`src/rtl/ts_out_proxy.sv`:
```
// rtl/ts_out_proxy.sv - EP2 OUT buffer to 188-byte serial TS output proxy
// Fetch FSM re-aligns buffer bytes on the sync byte; serializer shifts them out MSB first.
module ts_out_proxy #(
  parameter int         CLK_DIV     = 2,
  parameter int         PKT_LEN     = 188,
  parameter logic [7:0] SYNC_BYTE   = 8'h47,
  parameter int         REL_TIMEOUT = 8
) (
  input  logic        clk,
  input  logic        reset,
  input  logic        enable,
  input  logic        ep2_usb_out_has_data,
  input  logic [10:0] ep2_usb_out_len,
  output logic [10:0] ep2_usb_out_addr,
  input  logic [7:0]  ep2_usb_out_data,
  output logic        ep2_usb_out_arm,
  output logic        ts_clock,
  output logic        ts_start,
  output logic        ts_valid,
  output logic        ts_data,
  output logic [15:0] pkt_sent,
  output logic [8:0]  sync_lost,
  output logic [8:0]  underrun,
  output logic [8:0]  rel_timeout
);
  localparam int DIV_W = $clog2(2 * CLK_DIV);
  localparam int IDX_W = $clog2(PKT_LEN);
  localparam int RT_W  = $clog2(REL_TIMEOUT + 1);
  localparam logic [DIV_W-1:0] DIV_LAST = DIV_W'(2 * CLK_DIV - 1);
  localparam logic [DIV_W-1:0] DIV_HALF = DIV_W'(CLK_DIV);
  localparam logic [IDX_W-1:0] IDX_LAST = IDX_W'(PKT_LEN - 1);
  localparam logic [RT_W-1:0]  RT_LAST  = RT_W'(REL_TIMEOUT - 1);

  typedef enum logic [2:0] {F_IDLE, F_READ, F_LATCH, F_HOLD, F_ARM, F_RELEASE} fstate_t;

  fstate_t          fstate_q, fstate_d;
  logic [10:0]      addr_q, addr_d, addr_next;
  logic [IDX_W-1:0] fidx_q, fidx_d;
  logic [7:0]       carry_q, carry_d;
  logic             carry_last_q, carry_last_d;
  logic [RT_W-1:0]  rel_cnt_q, rel_cnt_d;
  logic [7:0]       hold_byte_q, hold_byte_d;
  logic             hold_valid_q, hold_valid_d;
  logic [8:0]       sync_lost_q, sync_lost_d;
  logic [8:0]       rel_to_q, rel_to_d;
  logic             arm;

  logic [DIV_W-1:0] div_q, div_d;
  logic [2:0]       bit_q, bit_d;
  logic             in_pkt_q, in_pkt_d;
  logic [IDX_W-1:0] sidx_q, sidx_d;
  logic             last_byte_q, last_byte_d;
  logic [7:0]       shift_q, shift_d;
  logic             valid_q, valid_d, start_q, start_d, data_q, data_d;
  logic [15:0]      pkt_sent_q, pkt_sent_d;
  logic [8:0]       underrun_q, underrun_d;
  logic             run, consume, pkt_open;

  assign run              = enable | in_pkt_q;
  assign ts_clock         = (div_q >= DIV_HALF);
  assign ts_valid         = valid_q;
  assign ts_start         = start_q;
  assign ts_data          = data_q;
  assign pkt_sent         = pkt_sent_q;
  assign sync_lost        = sync_lost_q;
  assign underrun         = underrun_q;
  assign rel_timeout      = rel_to_q;
  assign ep2_usb_out_addr = addr_q;
  assign ep2_usb_out_arm  = arm;

  always_comb begin
    div_d       = div_q;
    bit_d       = bit_q;
    in_pkt_d    = in_pkt_q;
    sidx_d      = sidx_q;
    last_byte_d = last_byte_q;
    shift_d     = shift_q;
    valid_d     = valid_q;
    start_d     = start_q;
    data_d      = data_q;
    pkt_sent_d  = pkt_sent_q;
    underrun_d  = underrun_q;
    consume     = 1'b0;
    pkt_open    = 1'b0;
    if (!run) begin
      div_d = '0;
    end else begin
      div_d = (div_q == DIV_LAST) ? '0 : div_q + DIV_W'(1);
      if (div_q == DIV_LAST) begin
        if (in_pkt_q && bit_q != 3'd7) begin
          bit_d   = bit_q + 3'd1;
          data_d  = shift_q[6];
          shift_d = {shift_q[6:0], 1'b0};
        end else begin
          // Slot boundary; between packets every bit period is a candidate start.
          bit_d    = '0;
          pkt_open = in_pkt_q & ~last_byte_q;
          if (in_pkt_q && last_byte_q) pkt_sent_d = pkt_sent_q + 16'd1;
          if (hold_valid_q && (pkt_open || enable)) begin
            consume     = 1'b1;
            in_pkt_d    = 1'b1;
            shift_d     = hold_byte_q;
            data_d      = hold_byte_q[7];
            valid_d     = 1'b1;
            start_d     = (sidx_q == '0);
            last_byte_d = (sidx_q == IDX_LAST);
            sidx_d      = (sidx_q == IDX_LAST) ? '0 : sidx_q + IDX_W'(1);
          end else begin
            in_pkt_d    = pkt_open;
            shift_d     = '0;
            data_d      = 1'b0;
            valid_d     = 1'b0;
            start_d     = 1'b0;
            last_byte_d = 1'b0;
            if (pkt_open && underrun_q != '1) underrun_d = underrun_q + 9'd1;
          end
        end
      end
    end
  end

  always_comb begin
    fstate_d     = fstate_q;
    addr_d       = addr_q;
    addr_next    = addr_q + 11'd1;
    fidx_d       = fidx_q;
    carry_d      = carry_q;
    carry_last_d = carry_last_q;
    rel_cnt_d    = rel_cnt_q;
    hold_byte_d  = hold_byte_q;
    hold_valid_d = hold_valid_q & ~consume;
    sync_lost_d  = sync_lost_q;
    rel_to_d     = rel_to_q;
    arm          = 1'b0;
    case (fstate_q)
      F_IDLE: begin
        addr_d = '0;
        if (ep2_usb_out_has_data) fstate_d = (ep2_usb_out_len != '0) ? F_READ : F_ARM;
      end
      F_READ: fstate_d = F_LATCH;
      F_LATCH: begin
        addr_d = addr_next;
        if (fidx_q == '0 && ep2_usb_out_data != SYNC_BYTE) begin
          if (sync_lost_q != '1) sync_lost_d = sync_lost_q + 9'd1;
          fstate_d = (addr_next == ep2_usb_out_len) ? F_ARM : F_READ;
        end else begin
          carry_d      = ep2_usb_out_data;
          carry_last_d = (addr_next == ep2_usb_out_len);
          fstate_d     = F_HOLD;
        end
      end
      F_HOLD: begin
        // A load may coincide with the serializer taking the previous byte.
        if (!hold_valid_q || consume) begin
          hold_byte_d  = carry_q;
          hold_valid_d = 1'b1;
          fidx_d       = (fidx_q == IDX_LAST) ? '0 : fidx_q + IDX_W'(1);
          fstate_d     = carry_last_q ? F_ARM : F_READ;
        end
      end
      F_ARM: begin
        arm       = 1'b1;
        addr_d    = '0;
        rel_cnt_d = '0;
        fstate_d  = F_RELEASE;
      end
      F_RELEASE: begin
        if (!ep2_usb_out_has_data) begin
          fstate_d = F_IDLE;
        end else if (rel_cnt_q == RT_LAST) begin
          if (rel_to_q != '1) rel_to_d = rel_to_q + 9'd1;
          fstate_d = F_IDLE;
        end else begin
          rel_cnt_d = rel_cnt_q + RT_W'(1);
        end
      end
      default: fstate_d = F_IDLE;
    endcase
  end

  always_ff @(posedge clk) begin
    if (reset) begin
      fstate_q     <= F_IDLE;
      addr_q       <= '0;
      fidx_q       <= '0;
      carry_q      <= '0;
      carry_last_q <= 1'b0;
      rel_cnt_q    <= '0;
      hold_byte_q  <= '0;
      hold_valid_q <= 1'b0;
      sync_lost_q  <= '0;
      rel_to_q     <= '0;
      div_q        <= '0;
      bit_q        <= '0;
      in_pkt_q     <= 1'b0;
      sidx_q       <= '0;
      last_byte_q  <= 1'b0;
      shift_q      <= '0;
      valid_q      <= 1'b0;
      start_q      <= 1'b0;
      data_q       <= 1'b0;
      pkt_sent_q   <= '0;
      underrun_q   <= '0;
    end else begin
      fstate_q     <= fstate_d;
      addr_q       <= addr_d;
      fidx_q       <= fidx_d;
      carry_q      <= carry_d;
      carry_last_q <= carry_last_d;
      rel_cnt_q    <= rel_cnt_d;
      hold_byte_q  <= hold_byte_d;
      hold_valid_q <= hold_valid_d;
      sync_lost_q  <= sync_lost_d;
      rel_to_q     <= rel_to_d;
      div_q        <= div_d;
      bit_q        <= bit_d;
      in_pkt_q     <= in_pkt_d;
      sidx_q       <= sidx_d;
      last_byte_q  <= last_byte_d;
      shift_q      <= shift_d;
      valid_q      <= valid_d;
      start_q      <= start_d;
      data_q       <= data_d;
      pkt_sent_q   <= pkt_sent_d;
      underrun_q   <= underrun_d;
    end
  end
endmodule
```
`config.mk`:
```
export PLATFORM = sky130hd
export DESIGN_NAME = ts_out_proxy
export DESIGN_NICKNAME = d
export VERILOG_FILES = /design/src/rtl/ts_out_proxy.sv
export SDC_FILE = /design/constraint.sdc
export NUM_CORES = 1
export LEC_CHECK = 0
export CAP_MARGIN = 10
export CORE_MARGIN = 2
export CORE_UTILIZATION = 45
export CTS_CLUSTER_DIAMETER = 100
export DETAILED_ROUTE_END_ITERATION = 8
export GPL_TIMING_DRIVEN = 0
export PLACE_DENSITY = 0.67
export SETUP_SLACK_MARGIN = 0.1
export SYNTH_ARGS = -nofsm -noshare
export SYNTH_HDL_FRONTEND = slang
export SYNTH_SLANG_ARGS = --single-unit
```
`constraint.sdc`:
```
create_clock -name clk -period 2.6 [get_ports clk]
set_input_delay 0.52 -clock clk [delete_from_list [all_inputs] [get_ports clk]]
set_output_delay 0.52 -clock clk [all_outputs]
set_load 0.005 [all_outputs]
```
## After elaboration in Yosys (flattened, before gate mapping)

Cells that the tools add are included.

- Input port bits: 23
- Flip-flop bits (word level): 112
- Logic and storage cells: 118
- Output and inout bits: 59

- Reduce and logical (&&, ||, !) cells: 27
- $add $sub $neg: 10
- Multiplexer cells: 30
- Bitwise gates (word level): 9
- Equal/unequal tests: 20
- Magnitude comparators: 1

Operator list:

| operator | count |
|---|---|
| adder 9 x 1 -> 9 bit (second input constant) | 3 |
| two-way mux 3 bit | 9 |
| inequality test 9 bit (second input constant) | 3 |
| case mux 11 bit (2 select lines) | 1 |
| case mux 3 bit (6 select lines) | 1 |
| adder 16 x 1 -> 16 bit (second input constant) | 1 |
| adder 8 x 1 -> 8 bit (second input constant) | 2 |
| == test 8 bit (second input constant) | 2 |
| logical NOT 8 bit | 2 |
| two-way mux 8 bit | 2 |
| two-way mux 7 bit | 2 |
| two-way mux 1 bit | 12 |
| AND reduction 3 bit | 4 |
| AND reduction 4 bit | 3 |
| adder 11 x 1 -> 11 bit (second input constant) | 1 |
| == test 11 bit | 1 |
| nonzero test 11 bit | 1 |
| two-way mux 4 bit | 2 |
| inequality test 2 bit (second input constant) | 4 |
| inequality test 8 x 7 -> 1 bit (second input constant) | 1 |
| case mux 4 bit (2 select lines) | 1 |
| == test 3 x 2 -> 1 bit (second input constant) | 2 |
| == test 3 bit (second input constant) | 2 |
| inequality test 3 bit (second input constant) | 2 |
| 19 further kinds | 33 |

## Longest topological paths before layout

- Depth in word-level cells: 12
- Mapped depth: 9
- Gate-level depth less buffers: 9

## Worst setup path before layout

Ideal clock, no wire load.

- Path type: register -> register
- Start: register addr_q[0] (netlist: ep2_usb_out_addr[0])
- End: register fstate_q[0]
- Slack: 0.501 ns
- Arrival time: 1.977 ns
- Stages on the path, launching flop included: 8
- Period minus slack after synthesis: 2.099 ns
- Cells stage by stage: dfxtp_1 ha_1 nand3_4 nor3_4 xnor2_1 or4_1 o31ai_1 nand2_1

- Cells in the longest elaborated chain, start to end: 5

Ends and longest elaborated chain:

| element | RTL line | source |
|---|---|---|
| start: declaration | 37 | `logic [10:0] addr_q, addr_d, addr_next;` |
| start signal: assignment | 206 | `addr_q <= addr_d;` |
| adder 11 x 1 -> 11 bit | 125 | `addr_next = addr_q + 11'd1;` |
| == test 11 bit | 145 | `fstate_d = (addr_next == ep2_usb_out_len) ? F_ARM : F_READ;` |
| two-way mux 3 bit | 145 |  |
| two-way mux 3 bit | 143 | `if (fidx_q == '0 && ep2_usb_out_data != SYNC_BYTE) begin` |
| case mux 3 bit (6 select lines) | 135 | `case (fstate_q)` |
| end signal: assignment | 205 | `fstate_q <= fstate_d;` |
| end: declaration | 36 | `fstate_t fstate_q, fstate_d;` |

Every way passes these cells.
A chain may end at the register's enable or synchronous reset.

## Final worst setup path

- Start: register fstate_q[2]
- End: output ep2_usb_out_arm

- Cells in the longest elaborated chain, start to end: 2

Ends and longest elaborated chain:

| element | RTL line | source |
|---|---|---|
| == test 3 bit | 135 |  |
| two-way mux 1 bit | 135 |  |
| end: declaration | 16 | `output logic ep2_usb_out_arm,` |

Every way passes these cells.

==> impl_metrics.yaml <==
logic_synthesis:
  yosysMostFrequentCell: "dfxtp_1"
  synth_seq_area_share_pct: 41.3
  synth_common_cells: "dfxtp_1, nor2_1, nand2_1"
  syn_avg_cell_area_um2: 8.34
  async_flop_share_pct: 0
  ys_ff_latch: 112
  postSynthCellCount: 650
  netlist.area_leader.share_pct: 41.3
  synth_ff_type: "dfxtp_1"
  yosysUniqueCellTypes: 59
  synthesis.area_um2: 5420
  yosys.area.top_type: "dfxtp_1"
  yosys-top-cells-area: "dfxtp_1, nor2_1, xor2_1"
  syn_nets: 690
  synth-edff-count: 0
  synth_warnings: 0
floorplanning:
  row_count: 40
  die_y_um: 114
  core_um2: 11900
  die_area_um2: 12900
  start_util_pct: 45.7
  io_pins: 82
  fp.dieW_um: 114
global_route:
  grt_pass1_wl_um: 22000
  grt_overflow: 0
  globalRouteTotalUtil_pct: 21.0
  grt_max_degree: 17
  grt_pass1_vias: 4587
  grt_antenna_before_repair: 0
timing:
  relSlewSlack_pct: 54.6
  fin_ws_ns: 0.226
  finalSetupTns_ns: 0
  setup_viol: 0
  hold_viol_final: 0
  max_slew.worst_pin.slew_ns: 0.681
  skew_ns: 0.00710
  fin_crit_ns: 2.37
  drv_slew: 0
  fmax_mhz: 421
  rsz0062_at_grt: "yes"
  fin_crit_sh_pct: 91.3
drt:
  num_vias: 4882
  via_per_inst: 5.44
  wl_met2_um: 6050
  ant_nets: 0
  drt_iter0_markers: 332
  wl_per_cell_um: 14.8
  drcViolationCount: 0
  routed.top_layer: "met4"
  drt-total-wl_um: 13300
  wl_met3_um: 690
  met1_length_um: 6340
  drtPass1Iterations: 4
final_layout:
  drive_gt1_share_pct: 5.73
  final_nets: 786
  area_delta_synth_final_pct: 24.7
  n_antenna_cell: 0
  final_util_pct: 57.0
setup_path:
  path_max_fanout: 10
  cp.arrival_ns: 1.85
  critPathKind: "reg -> out"
  slowest_stage: "clkdlybuf4s50_1"
  crit_required_ns: 2.08
  path_cells: "clkbuf_4 > clkinv_4 > nor3_4 > clkdlybuf4s50_1"
  crit_path_max_incr_delay_ns: 0.53
  critPathLaunchType: "flop"
  endpoint_kind: "primary output"
place:
  io_buffers: 81
  gp_congestion: 0.927
  dp_slack_ns: -0.383
  hpwl_um: 9750
power:
  p_leak_nw: 2.44
  power_density_nw_per_um2: 535
  fin_total_pwr_w: 0.00362
  peakVddDrop_uv: 287
clock_network:
  numCtsBuffers: 9
  clk_pin_slew_worst_paths_ns: 0.07
  cts_tree: "built"
  clkLatencyLatePin_ns: 0.35
  cts_sinks: 112
  root_buffer: "clkbuf_16"
  cts_htree_levels: 3
  hold_buffers: 0
  clock_path_buffers: 2
run:
  cap_violations: 0
min_path:
  hold_path_class: "reg -> reg"
outcome:
  outcome: "complete, no violations"
[sequential cells by signal, indices dropped and copies added (netlist names)]
register	cells
pkt_sent	16
ep2_usb_out_addr	11
rel_timeout	9
sync_lost	9
underrun	9
carry_q	8
fidx_q	8
hold_byte_q	8
sidx_q	8
shift_q	7
rel_cnt_q	4
bit_q	3
fstate_q	3
div_q	2
carry_last_q	1
hold_valid_q	1
in_pkt_q	1
last_byte_q	1
ts_data	1
ts_start	1
ts_valid	1
[layer usage]
layer | global-route usage, % | vias up
met5 | 0 | -
met3 | 4.78 | 14
met4 | 6.75 | 0
met2 | 33.4 | 127
met1 | 28.5 | 2276
li1 | - | 2465
[worst max-delay path, delay by kind of cell (launching register included)]
family | cells | cell delay, ns
buf+inv | 3 | 0.91
flops | 1 | 0.38
simple gates | 1 | 0.21
[final cells by class]
cell class / count / area, um^2
plain buffers: 30 / 123
clock buffers: 13 / 250
clock inverters: 2 / 38.8
fillers: 1092 / 5100
inverters: 10 / 42.5
multi-input cells: 498 / 3040
flip-flops and latches: 112 / 2240
well taps: 147 / 184
repair buffers: 85 / 841
[cell usage in the layout (no fill, tap or decap), drive strengths merged, types with 3 or more instances in the layout]
master | netlist | layout
dfxtp | 112 | 112
nor2 | 108 | 108
clkdlybuf4s50 | 0 | 81
nand2 | 72 | 72
a21oi | 48 | 48
xor2 | 39 | 39
clkbuf | 25 | 38
nand3 | 27 | 27
o21ai | 22 | 22
nand4 | 22 | 22
ha | 17 | 17
xnor2 | 16 | 16
nor3 | 16 | 16
or3 | 15 | 15
mux2i | 13 | 13
nor4 | 13 | 13
inv | 9 | 10
and3 | 9 | 9
buf | 5 | 9
a221oi | 7 | 7
nor2b | 5 | 5
nand2b | 5 | 5
nand3b | 4 | 4
or4 | 4 | 4
a21o | 3 | 3
a211oi | 3 | 3
a22oi | 3 | 3
[stage by stage]
step	hold slack (ns)	cell area, um^2	std cells
2_1_floorplan	0.432	5420	650
3_3_place_gp	0.441	6420	878
3_5_place_dp	0.444	6420	878
4_1_cts	0.455	6730	893
5_1_grt	0.482	6760	897
6_report	0.457	6760	897
[worst paths after layout]
check | start | end | slack (ns) | cells past startpoint
max | fstate_q[2]$_SDFFE_PP0P_ | ep2_usb_out_arm | 0.23 | 4
min reg2reg | carry_q[0]$_SDFFE_PP0P_ | hold_byte_q[0]$_SDFFE_PP0P_ | 0.46 | 2
min | carry_q[0]$_SDFFE_PP0P_ | hold_byte_q[0]$_SDFFE_PP0P_ | 0.46 | 2
max reg2reg | bit_q[0]$_SDFFE_PP0P_ | pkt_sent[14]$_SDFFE_PP0P_ | 0.30 | 9
[logic make-up (layout without fill, tap and decap cells)]
logic type | after synthesis | in the layout | synth area share (%)
buffers and inverters | 40 | 140 | 2.88
AO/OA/AOI/OAI | 101 | 101 | 11.4
AND/OR/NAND/NOR | 310 | 310 | 28.8
XOR/XNOR | 55 | 55 | 8.88
multiplexers | 15 | 15 | 2.81
flip-flops | 112 | 112 | 41.3
adder cells (fa/ha/maj) | 17 | 17 | 3.92
[power breakdown]
group	switching (W)	total, W	internal (W)
Combinational	0.000299	0.000470	0.000171
Sequential	0.0000350	0.00178	0.00175
Clock	0.000597	0.00137	0.000774
Total	0.000931	0.00362	0.00269
[timing repair]
action / CTS / global route
gates resized for setup: 6 / 2
hold endpoints to repair: 0 / 0
pin swaps: 1 / 2
endpoints found under the setup margin: 1 / 10
cloned: 0 / 0
buffers inserted: 0 / 4
No activity file was read; power rests on OpenSTA's default activity.
